[config.mk]
export PLATFORM = sky130hd
export DESIGN_NAME = irq_ctrl
export DESIGN_NICKNAME = d
export VERILOG_FILES = /design/src/rtl/irq_ctrl_pkg.sv /design/src/rtl/irq_ctrl_sync.sv /design/src/rtl/irq_ctrl.sv
export SDC_FILE = /design/constraint.sdc
export NUM_CORES = 1
export LEC_CHECK = 0
export ABC_CLOCK_PERIOD_IN_PS = 1200
export CAP_MARGIN = 20
export CORE_ASPECT_RATIO = 0.7
export CORE_MARGIN = 3
export CORE_UTILIZATION = 40
export CTS_BUF_LIST = sky130_fd_sc_hd__clkbuf_2
export DETAILED_ROUTE_END_ITERATION = 8
export GPL_TIMING_DRIVEN = 0
export MAX_ROUTING_LAYER = met4
export PLACE_DENSITY = 0.65
export SYNTH_ARGS = -nofsm -noshare
export SYNTH_HDL_FRONTEND = slang
export SYNTH_SLANG_ARGS = --single-unit
[constraint.sdc]
create_clock -name clk -period 1.2 [get_ports clk]
set_input_delay 0.12 -clock clk [delete_from_list [all_inputs] [get_ports clk]]
set_output_delay 0.12 -clock clk [all_outputs]
set_load 0.01 [all_outputs]
[src/rtl/irq_ctrl_pkg.sv]
// irq_ctrl_pkg
//   Shared types and constants for the interrupt request controller.
//   - irq_state_e : handshake FSM state (IDLE -> REQ -> SERVICE -> IDLE)
//   - CFG_*       : cfg_addr map of the configuration port
package irq_ctrl_pkg;

  typedef enum logic [1:0] {
    IDLE    = 2'd0,
    REQ     = 2'd1,
    SERVICE = 2'd2
  } irq_state_e;

  localparam logic [1:0] CFG_ENABLE = 2'd0;
  localparam logic [1:0] CFG_EDGE   = 2'd1;
  localparam logic [1:0] CFG_PEND   = 2'd2;
  localparam logic [1:0] CFG_STATUS = 2'd3;

endpackage

[src/rtl/irq_ctrl_sync.sv]
// irq_sync
//   Brings one asynchronous interrupt line into the clk domain and flags its
//   rising edge.
// Ports:
//   clk    in   core clock, rising edge
//   rst    in   synchronous active-low reset
//   src    in   raw asynchronous interrupt line
//   level  out  synchronized level (last flop of the chain)
//   rise   out  one-cycle pulse on a synchronized 0->1 transition
module irq_sync #(
  parameter int SYNC_STAGES = 2
) (
  input  logic clk,
  input  logic rst,
  input  logic src,
  output logic level,
  output logic rise
);

  logic [SYNC_STAGES-1:0] chain_reg;
  logic                   prev_reg;

  always_ff @(posedge clk) begin
    if (!rst) begin
      chain_reg <= '0;
      prev_reg  <= 1'b0;
    end else begin
      chain_reg <= {chain_reg[SYNC_STAGES-2:0], src};
      prev_reg  <= chain_reg[SYNC_STAGES-1];
    end
  end

  assign level = chain_reg[SYNC_STAGES-1];
  assign rise  = chain_reg[SYNC_STAGES-1] & ~prev_reg;

endmodule

[src/rtl/irq_ctrl.sv]
// irq_ctrl
//   Interrupt request controller feeding the core's interupt input.
//   Synchronizes NUM_SRC external lines, applies per-source enable and
//   edge/level mode, latches pending requests, picks the lowest pending
//   enabled index and runs a request/ack/done handshake with the core.
// Ports:
//   clk        in   core clock, rising edge
//   rst        in   synchronous active-low reset
//   irq_src    in   raw asynchronous interrupt lines, active-high
//   cfg_we     in   config write strobe
//   cfg_addr   in   0=ENABLE 1=EDGE_MODE 2=PENDING(W1C) 3=STATUS(RO)
//   cfg_wdata  in   config write data
//   cfg_rdata  out  combinational read of cfg_addr
//   interupt   out  registered request to the core
//   irq_id     out  registered index of requested / in-service source
//   irq_ack    in   core took the trap for irq_id (1-cycle pulse)
//   irq_done   in   core executed mret for the in-service source (pulse)
module irq_ctrl
  import irq_ctrl_pkg::*;
#(
  parameter  int NUM_SRC     = 8,
  parameter  int SYNC_STAGES = 2,
  localparam int ID_W        = $clog2(NUM_SRC)
) (
  input  logic               clk,
  input  logic               rst,
  input  logic [NUM_SRC-1:0] irq_src,
  input  logic               cfg_we,
  input  logic [1:0]         cfg_addr,
  input  logic [NUM_SRC-1:0] cfg_wdata,
  output logic [NUM_SRC-1:0] cfg_rdata,
  output logic               interupt,
  output logic [ID_W-1:0]    irq_id,
  input  logic               irq_ack,
  input  logic               irq_done
);

  localparam int ST_W = ID_W + 2;

  logic [NUM_SRC-1:0] level_vec;
  logic [NUM_SRC-1:0] rise_vec;
  logic [NUM_SRC-1:0] enable_reg;
  logic [NUM_SRC-1:0] edge_reg;
  logic [NUM_SRC-1:0] pend_reg;
  logic [NUM_SRC-1:0] pend_next;
  logic [NUM_SRC-1:0] w1c_mask;
  logic [NUM_SRC-1:0] ack_mask;
  logic [NUM_SRC-1:0] eligible;
  logic [NUM_SRC-1:0] status_ext;
  logic [ST_W-1:0]    status_vec;
  logic [ID_W-1:0]    winner;
  logic [ID_W-1:0]    irq_id_reg;
  logic [ID_W-1:0]    irq_id_next;
  logic               interupt_reg;
  logic               interupt_next;
  logic               ack_take;
  irq_state_e         state_reg;
  irq_state_e         state_next;

  // Lowest set index wins; scanning downward lets the last hit be the lowest.
  function automatic logic [ID_W-1:0] lowest_set(input logic [NUM_SRC-1:0] v);
    lowest_set = '0;
    for (int i = NUM_SRC - 1; i >= 0; i--) begin
      if (v[i]) lowest_set = ID_W'(i);
    end
  endfunction

  // ---------------------------------------------------------------- sources
  for (genvar gi = 0; gi < NUM_SRC; gi++) begin : g_sync
    irq_sync #(
      .SYNC_STAGES(SYNC_STAGES)
    ) u_sync (
      .clk  (clk),
      .rst  (rst),
      .src  (irq_src[gi]),
      .level(level_vec[gi]),
      .rise (rise_vec[gi])
    );
  end

  // ---------------------------------------------------------------- pending
  // An ack only counts while a request is actually outstanding.
  assign ack_take = (state_reg == REQ) && irq_ack;
  assign ack_mask = ack_take ? (NUM_SRC'(1) << irq_id_reg) : '0;
  assign w1c_mask = (cfg_we && (cfg_addr == CFG_PEND)) ? cfg_wdata : '0;

  // Edge bits: a new rise beats any clear in the same cycle.
  // Level bits: simply track the synchronized line every cycle.
  for (genvar gi = 0; gi < NUM_SRC; gi++) begin : g_pend
    assign pend_next[gi] = edge_reg[gi]
                         ? (rise_vec[gi] | (pend_reg[gi] & ~(w1c_mask[gi] | ack_mask[gi])))
                         : level_vec[gi];
  end

  assign eligible = pend_reg & enable_reg;
  assign winner   = lowest_set(eligible);

  // ------------------------------------------------------ config + pending
  always_ff @(posedge clk) begin
    if (!rst) begin
      enable_reg <= '0;
      edge_reg   <= '1;
      pend_reg   <= '0;
    end else begin
      if (cfg_we && (cfg_addr == CFG_ENABLE)) enable_reg <= cfg_wdata;
      if (cfg_we && (cfg_addr == CFG_EDGE))   edge_reg   <= cfg_wdata;
      pend_reg <= pend_next;
    end
  end

  // ------------------------------------------------------------ FSM: state
  always_ff @(posedge clk) begin
    if (!rst) begin
      state_reg    <= IDLE;
      irq_id_reg   <= '0;
      interupt_reg <= 1'b0;
    end else begin
      state_reg    <= state_next;
      irq_id_reg   <= irq_id_next;
      interupt_reg <= interupt_next;
    end
  end

  // ------------------------------------------------------- FSM: next state
  always_comb begin
    state_next = state_reg;
    case (state_reg)
      IDLE: begin
        if (|eligible) state_next = REQ;
      end
      REQ: begin
        // Ack takes priority over a simultaneous withdrawal.
        if (irq_ack)                    state_next = SERVICE;
        else if (!eligible[irq_id_reg]) state_next = IDLE;
      end
      SERVICE: begin
        if (irq_done) state_next = IDLE;
      end
      default: state_next = IDLE;
    endcase
  end

  // ----------------------------------------------------------- FSM: outputs
  // The id is only re-chosen in IDLE so it stays frozen through REQ/SERVICE.
  always_comb begin
    irq_id_next   = irq_id_reg;
    interupt_next = (state_next == REQ);
    if ((state_reg == IDLE) && (|eligible)) irq_id_next = winner;
  end

  assign interupt = interupt_reg;
  assign irq_id   = irq_id_reg;

  // ---------------------------------------------------------------- readback
  assign status_vec = {state_reg, irq_id_reg};

  // Zero-extend (or truncate for very small NUM_SRC) the status word.
  for (genvar gi = 0; gi < NUM_SRC; gi++) begin : g_status
    if (gi < ST_W) begin : g_bit
      assign status_ext[gi] = status_vec[gi];
    end else begin : g_zero
      assign status_ext[gi] = 1'b0;
    end
  end

  always_comb begin
    cfg_rdata = '0;
    case (cfg_addr)
      CFG_ENABLE: cfg_rdata = enable_reg;
      CFG_EDGE:   cfg_rdata = edge_reg;
      CFG_PEND:   cfg_rdata = pend_reg;
      CFG_STATUS: cfg_rdata = status_ext;
      default:    cfg_rdata = '0;
    endcase
  end

endmodule

After elaboration in Yosys (flattened, before gate mapping)
Index checks and enable logic that the tools add are counted.
W data, S select, Z words.
Storage, ports and cells
  word-level logic and storage cells: 113
  output and inout bits: 12
  input bits: 23
  register bits: 54
Operators by class
  reductions and logical operators: 8
  multiplexer cells: 26
  bitwise gates (word level): 49
  order comparisons: 1
  shift operators: 1
  equal/unequal tests: 6
Operators with widths (number)
  $pmux W8 S4: 1
  $mux W3: 8
  $and A1 B1 Y1: 16
  $mux W8: 2
  $not A1 Y1: 16
  $or A1 B1 Y1: 16
  $mux W1: 9
  $and A8 B8 Y8: 1
  $mux W2: 4
  $reduce_or A8 Y1: 1
  $shl A1 B3 Y8 const A: 1
  $eq A2 B1 Y1 const B: 3
  $eq A2 B2 Y1 const B: 3
  $pmux W2 S3: 1
  $logic_and A1 B1 Y1: 5
  $logic_not A2 Y1: 2
  $lt A3 B4 Y1 const B: 1
  $bmux W1 S3: 1

Longest topological paths before layout
  depth in word-level cells: 9
  mapped depth: 5
  mapped depth without buffers: 4

Modules after synthesis
A second synthesis with hierarchy kept.
Unflattened totals
  cell total of the unflattened synthesis: 239
  area, all modules: 2344.7 µm²
Modules (own cells, without submodules)
  irq_ctrl: area each 1604.0 µm², sequential area each 600.6 µm², instances 1, cells an instance 183
  irq_sync: area each 92.6 µm², sequential area each 60.1 µm², instances 8, cells an instance 7

Worst setup path after synthesis
OpenSTA, ideal clock, no wires.
  kind: reg-to-reg
  from: register irq_id_reg[2] (netlist: irq_id[2])
  to: register interupt_reg (netlist: interupt)
  data required time: 1.140 ns
  setup time: 0.060 ns
  arrival: 1.289 ns
  buffers on the path: 0
  stages on the path, launching flop included: 4
  path slack: -0.149 ns
  period minus slack after synthesis: 1.349 ns
  path through: dfxtp_1 > mux4_2 > o2bb2ai_2 > a221o_1
Between the ends
  longest elaborated chain between the ends: 6
Ends and longest elaborated chain
  from (decl): RTL line irq_ctrl.sv:52  | logic [ID_W-1:0] irq_id_reg;
  from (signal assigned): RTL line irq_ctrl.sv:119  | irq_id_reg <= irq_id_next;
  $bmux W1 S3: RTL line irq_ctrl.sv:134  | else if (!eligible[irq_id_reg]) state_next = IDLE;
  $mux W1 (implied by the code): RTL line irq_ctrl.sv:134
  $mux W2: RTL line irq_ctrl.sv:134
  $mux W2: RTL line irq_ctrl.sv:133  | if (irq_ack) state_next = SERVICE;
  $pmux W2 S3: RTL line irq_ctrl.sv:127  | case (state_reg)
  $eq A2 B1 Y1: RTL line irq_ctrl.sv:147  | interupt_next = (state_next == REQ);
  to (signal assigned): RTL line irq_ctrl.sv:120  | interupt_reg <= interupt_next;
  to (decl): RTL line irq_ctrl.sv:54  | logic interupt_reg;
Every way passes these cells. The select of a mux whose other input is x is not followed.
A chain may end at the register's enable or synchronous reset.

Worst setup path in the final report
  from: register irq_id_reg[0] (netlist: irq_id[0])
  to: output cfg_rdata[0]
Between the ends
  longest elaborated chain between the ends: 1
Ends and longest elaborated chain
  $pmux W8 S4: RTL line irq_ctrl.sv:168  | case (cfg_addr)
  to (decl): RTL line irq_ctrl.sv:31  | output logic [NUM_SRC-1:0] cfg_rdata,
Every way passes these cells.

==> flow_summary.ini <==
[global_route]
antenna_found_initial = 0
grt_pass1_wl_um = 10300
overflow = 0
grt_max_degree = 16
grt_pass1_vias = 1944
grt_usage_pct = 20.9

[clock_network]
cts-htree-levels = 2
cts_root_buf = clkbuf_2
clkLatencyLatePin_ps = 450
clk_pin_slew_ps = 270
cts_tree = done
clk_path_buf_depth = 2
clock_sinks = 54
cts_buffers = 5

[detailed_routing]
viasPerCell = 5.42
wl_um = 6440
antenna_left = 0
first_pass_iters = 4
drc = 0
first_iter_violations = 150
vias = 2042
wl_per_cell_um = 17.1

[sta]
fin_crit_sh_pct = 143
rsz0062_at_grt = true
fmax_mhz = 581
setup_viol = 23
relSlewSlack_pct = 67.0
final_hold_viol_count = 0
finalCriticalPeriod_ps = 1720
final_max_slew_viol_count = 0
setup_slack_ps = -521
worstMarginPinSlew_ps = 494
fin_worst_skew_ps = 26.3
worst_hold_slack_ps = 128

[hold_path]
holdPathEnd = pend_reg[5]
min_from = rst
hp-class = primary input to register
whs_path_depth = 4

[power_and_ir_drop]
total_leakage_power_nw = 1.33
peakVddDrop_mv = 0.588
power_density_nw_per_um2 = 978

[critical_path]
crit_top_cell = buf_6
max_stage_delay_ps = 480
path_class = register to output port
r2r_end = state_reg[0]
rrSetupSlack_ps = -290
worst_path_max_delay_cell = mux4_2
path_depth = 3
crit_family = multiplexers
cp.buffers_inverters = 2
crit_arrival_ps = 1600
crit_path_end_kind = output port
rr_startpoint = enable_reg[3]
crit_chain = buf_6 -> mux4_2 -> buf_6
reg2reg_depth = 5
cp_data_required_time_ps = 1080
cp_max_fo = 2
crit_path_start_kind = register

[place]
place_area_um2 = 2720
place_hpwl_um = 4120
routabilityCongestion = 0.918
io_buffers = 33

[flow_run]
maxCapViolCount = 0

[synth]
yosys.cell_types.count = 37
yosys_warnings = 0
synth-main-ff-cell = dfxtp_1
synth_area_um2 = 2280
avgSynthCellArea_um2 = 9.72
netlist_instances = 235
synth_edf_count = 0
synth_area_leaders = dfxtp_1 47%, and2_1 7.4%, nand2_1 6.1%, mux2i_1 4.8%, nand3_1 4.4%
ys_seq_area_share_pct = 47.3
yosys.area.top_type = dfxtp_1
ys_ff_latch = 54
yosys-top-cells-count = 54 x dfxtp_1, 37 x nand2_1, 27 x and2_1
synthArstFlopShare_pct = 0
synth_nets = 258
yosysMostFrequentCell = dfxtp_1
synth.top_cell.area_share_pct = 47.3

[floorplan]
initial_core_util_pct = 42.5
dieArea_um2 = 6670
die_h_um = 69.2
coreArea_um2 = 5370
fp-row-count = 22
die_x_um = 96.3
top_level_ports = 35

[status]
violations = setup timing
status = finished with violations

[final_layout]
nNetsFinal = 327
stdcell_area_um2 = 3190
antennaDiodeCount = 0
largest_reg_flops = 16
drive_gt1_share_pct = 34.4
syn_to_final_growth_pct = 39.7
cell usage in the layout (no fill, tap or decap), types with 2 or more instances in the layout:
| cell | count |
|---|---|
| a21o_1 | 6 |
| buf_4 | 16 |
| a22o_1 | 2 |
| o21ai_0 | 3 |
| dfxtp_1 | 36 |
| dfxtp_4 | 7 |
| nor3b_1 | 2 |
| a21oi_2 | 2 |
| nor2_1 | 4 |
| a32oi_1 | 2 |
| nand3_1 | 19 |
| a221o_1 | 2 |
| clkdlybuf4s50_1 | 20 |
| a21oi_1 | 4 |
| dfxtp_2 | 11 |
| nor2b_2 | 2 |
| buf_6 | 22 |
| clkbuf_1 | 4 |
| clkbuf_2 | 7 |
| nand2_1 | 36 |
| dlygate4sd3_1 | 2 |
| o21ai_1 | 4 |
| nor2b_1 | 8 |
| and2_1 | 26 |
| mux4_2 | 6 |
| mux2i_1 | 11 |
| a22oi_2 | 4 |
| buf_2 | 8 |
| a221oi_2 | 6 |
how the worst max path moves through the flow:
stage | from | endpoint | slack [ps]
2_1_floorplan | enable_reg[1] | interupt | -20
3_3_place_gp | cfg_addr[1] | cfg_rdata[2] | -910
3_5_place_dp | cfg_addr[1] | cfg_rdata[2] | -950
4_1_cts | irq_id[0] | cfg_rdata[0] | -530
5_1_grt | irq_id[0] | cfg_rdata[0] | -610
6_report | irq_id[0] | cfg_rdata[0] | -520
cell type report:
| cell class | count | area (µm²) |
|---|---|---|
| clock inverters | 2 | 8.76 |
| plain buffers | 12 | 86.3 |
| inverters | 1 | 3.75 |
| repair buffers | 63 | 586 |
| well taps | 72 | 90.1 |
| flip-flops and latches | 54 | 1120 |
| multi-input cells | 167 | 1260 |
| clock buffers | 6 | 30.0 |
| fillers | 476 | 2180 |
timing repair:
| item | in CTS | in global routing |
|---|---|---|
| hold buffers | 1 | 1 |
| gates resized for setup | 111 | 15 |
| setup buffers | 19 | 11 |
| endpoints found under the hold margin | 1 | 1 |
| gates cloned | 1 | 0 |
| pin swaps | 12 | 18 |
| setup endpoints to repair | 32 | 29 |
per-stage QoR:
stage / utilization, % / std cells / setup slack (ps) / setup TNS, ps / total power [mW]
after floorplan: - / 235 / -24.9 / -49.8 / 2.16
after global placement: 50.7 / 340 / -908 / -17510 / 2.36
after detailed placement: 50.7 / 340 / -952 / -17910 / 2.37
after CTS: 57.2 / 368 / -532 / -4890 / 3.11
after global routing: 59.4 / 377 / -605 / -6270 / 3.28
final: 59.4 / 377 / -521 / -4830 / 3.12
kinds of logic (layout without fill, tap and decap cells):
group	after synthesis	count (layout)	synth area share, %
buffers and inverters	14	84	2.85
muxes	17	17	11.1
DFF	54	54	47.3
AOI/OAI and AO/OA	39	39	13.2
and+or+nand+nor	111	111	25.5
where the power goes:
group          switching [mW]  leakage (nW)  internal (mW)
clock network           0.558        0.0304          0.143
logic                   0.221         0.848          0.277
registers              0.0565         0.449           1.86
total                   0.836          1.33           2.28
worst reg2reg max path, cell delays in order, from the launching register on:
cell	delay [ps]
dfxtp_2	400
buf_6	120
a22oi_2	200
nand4_1	210
and2_4	210
a221o_1	290
metal layers:
metal / GRT usage [%] / part of all wire, %
met2: 28.3 / 44
met1: 31.0 / 45
met5: - / 0
met3: 4.88 / 9.3
met4: 5.75 / 1.5
No activity file was read; power rests on OpenSTA's default activity.
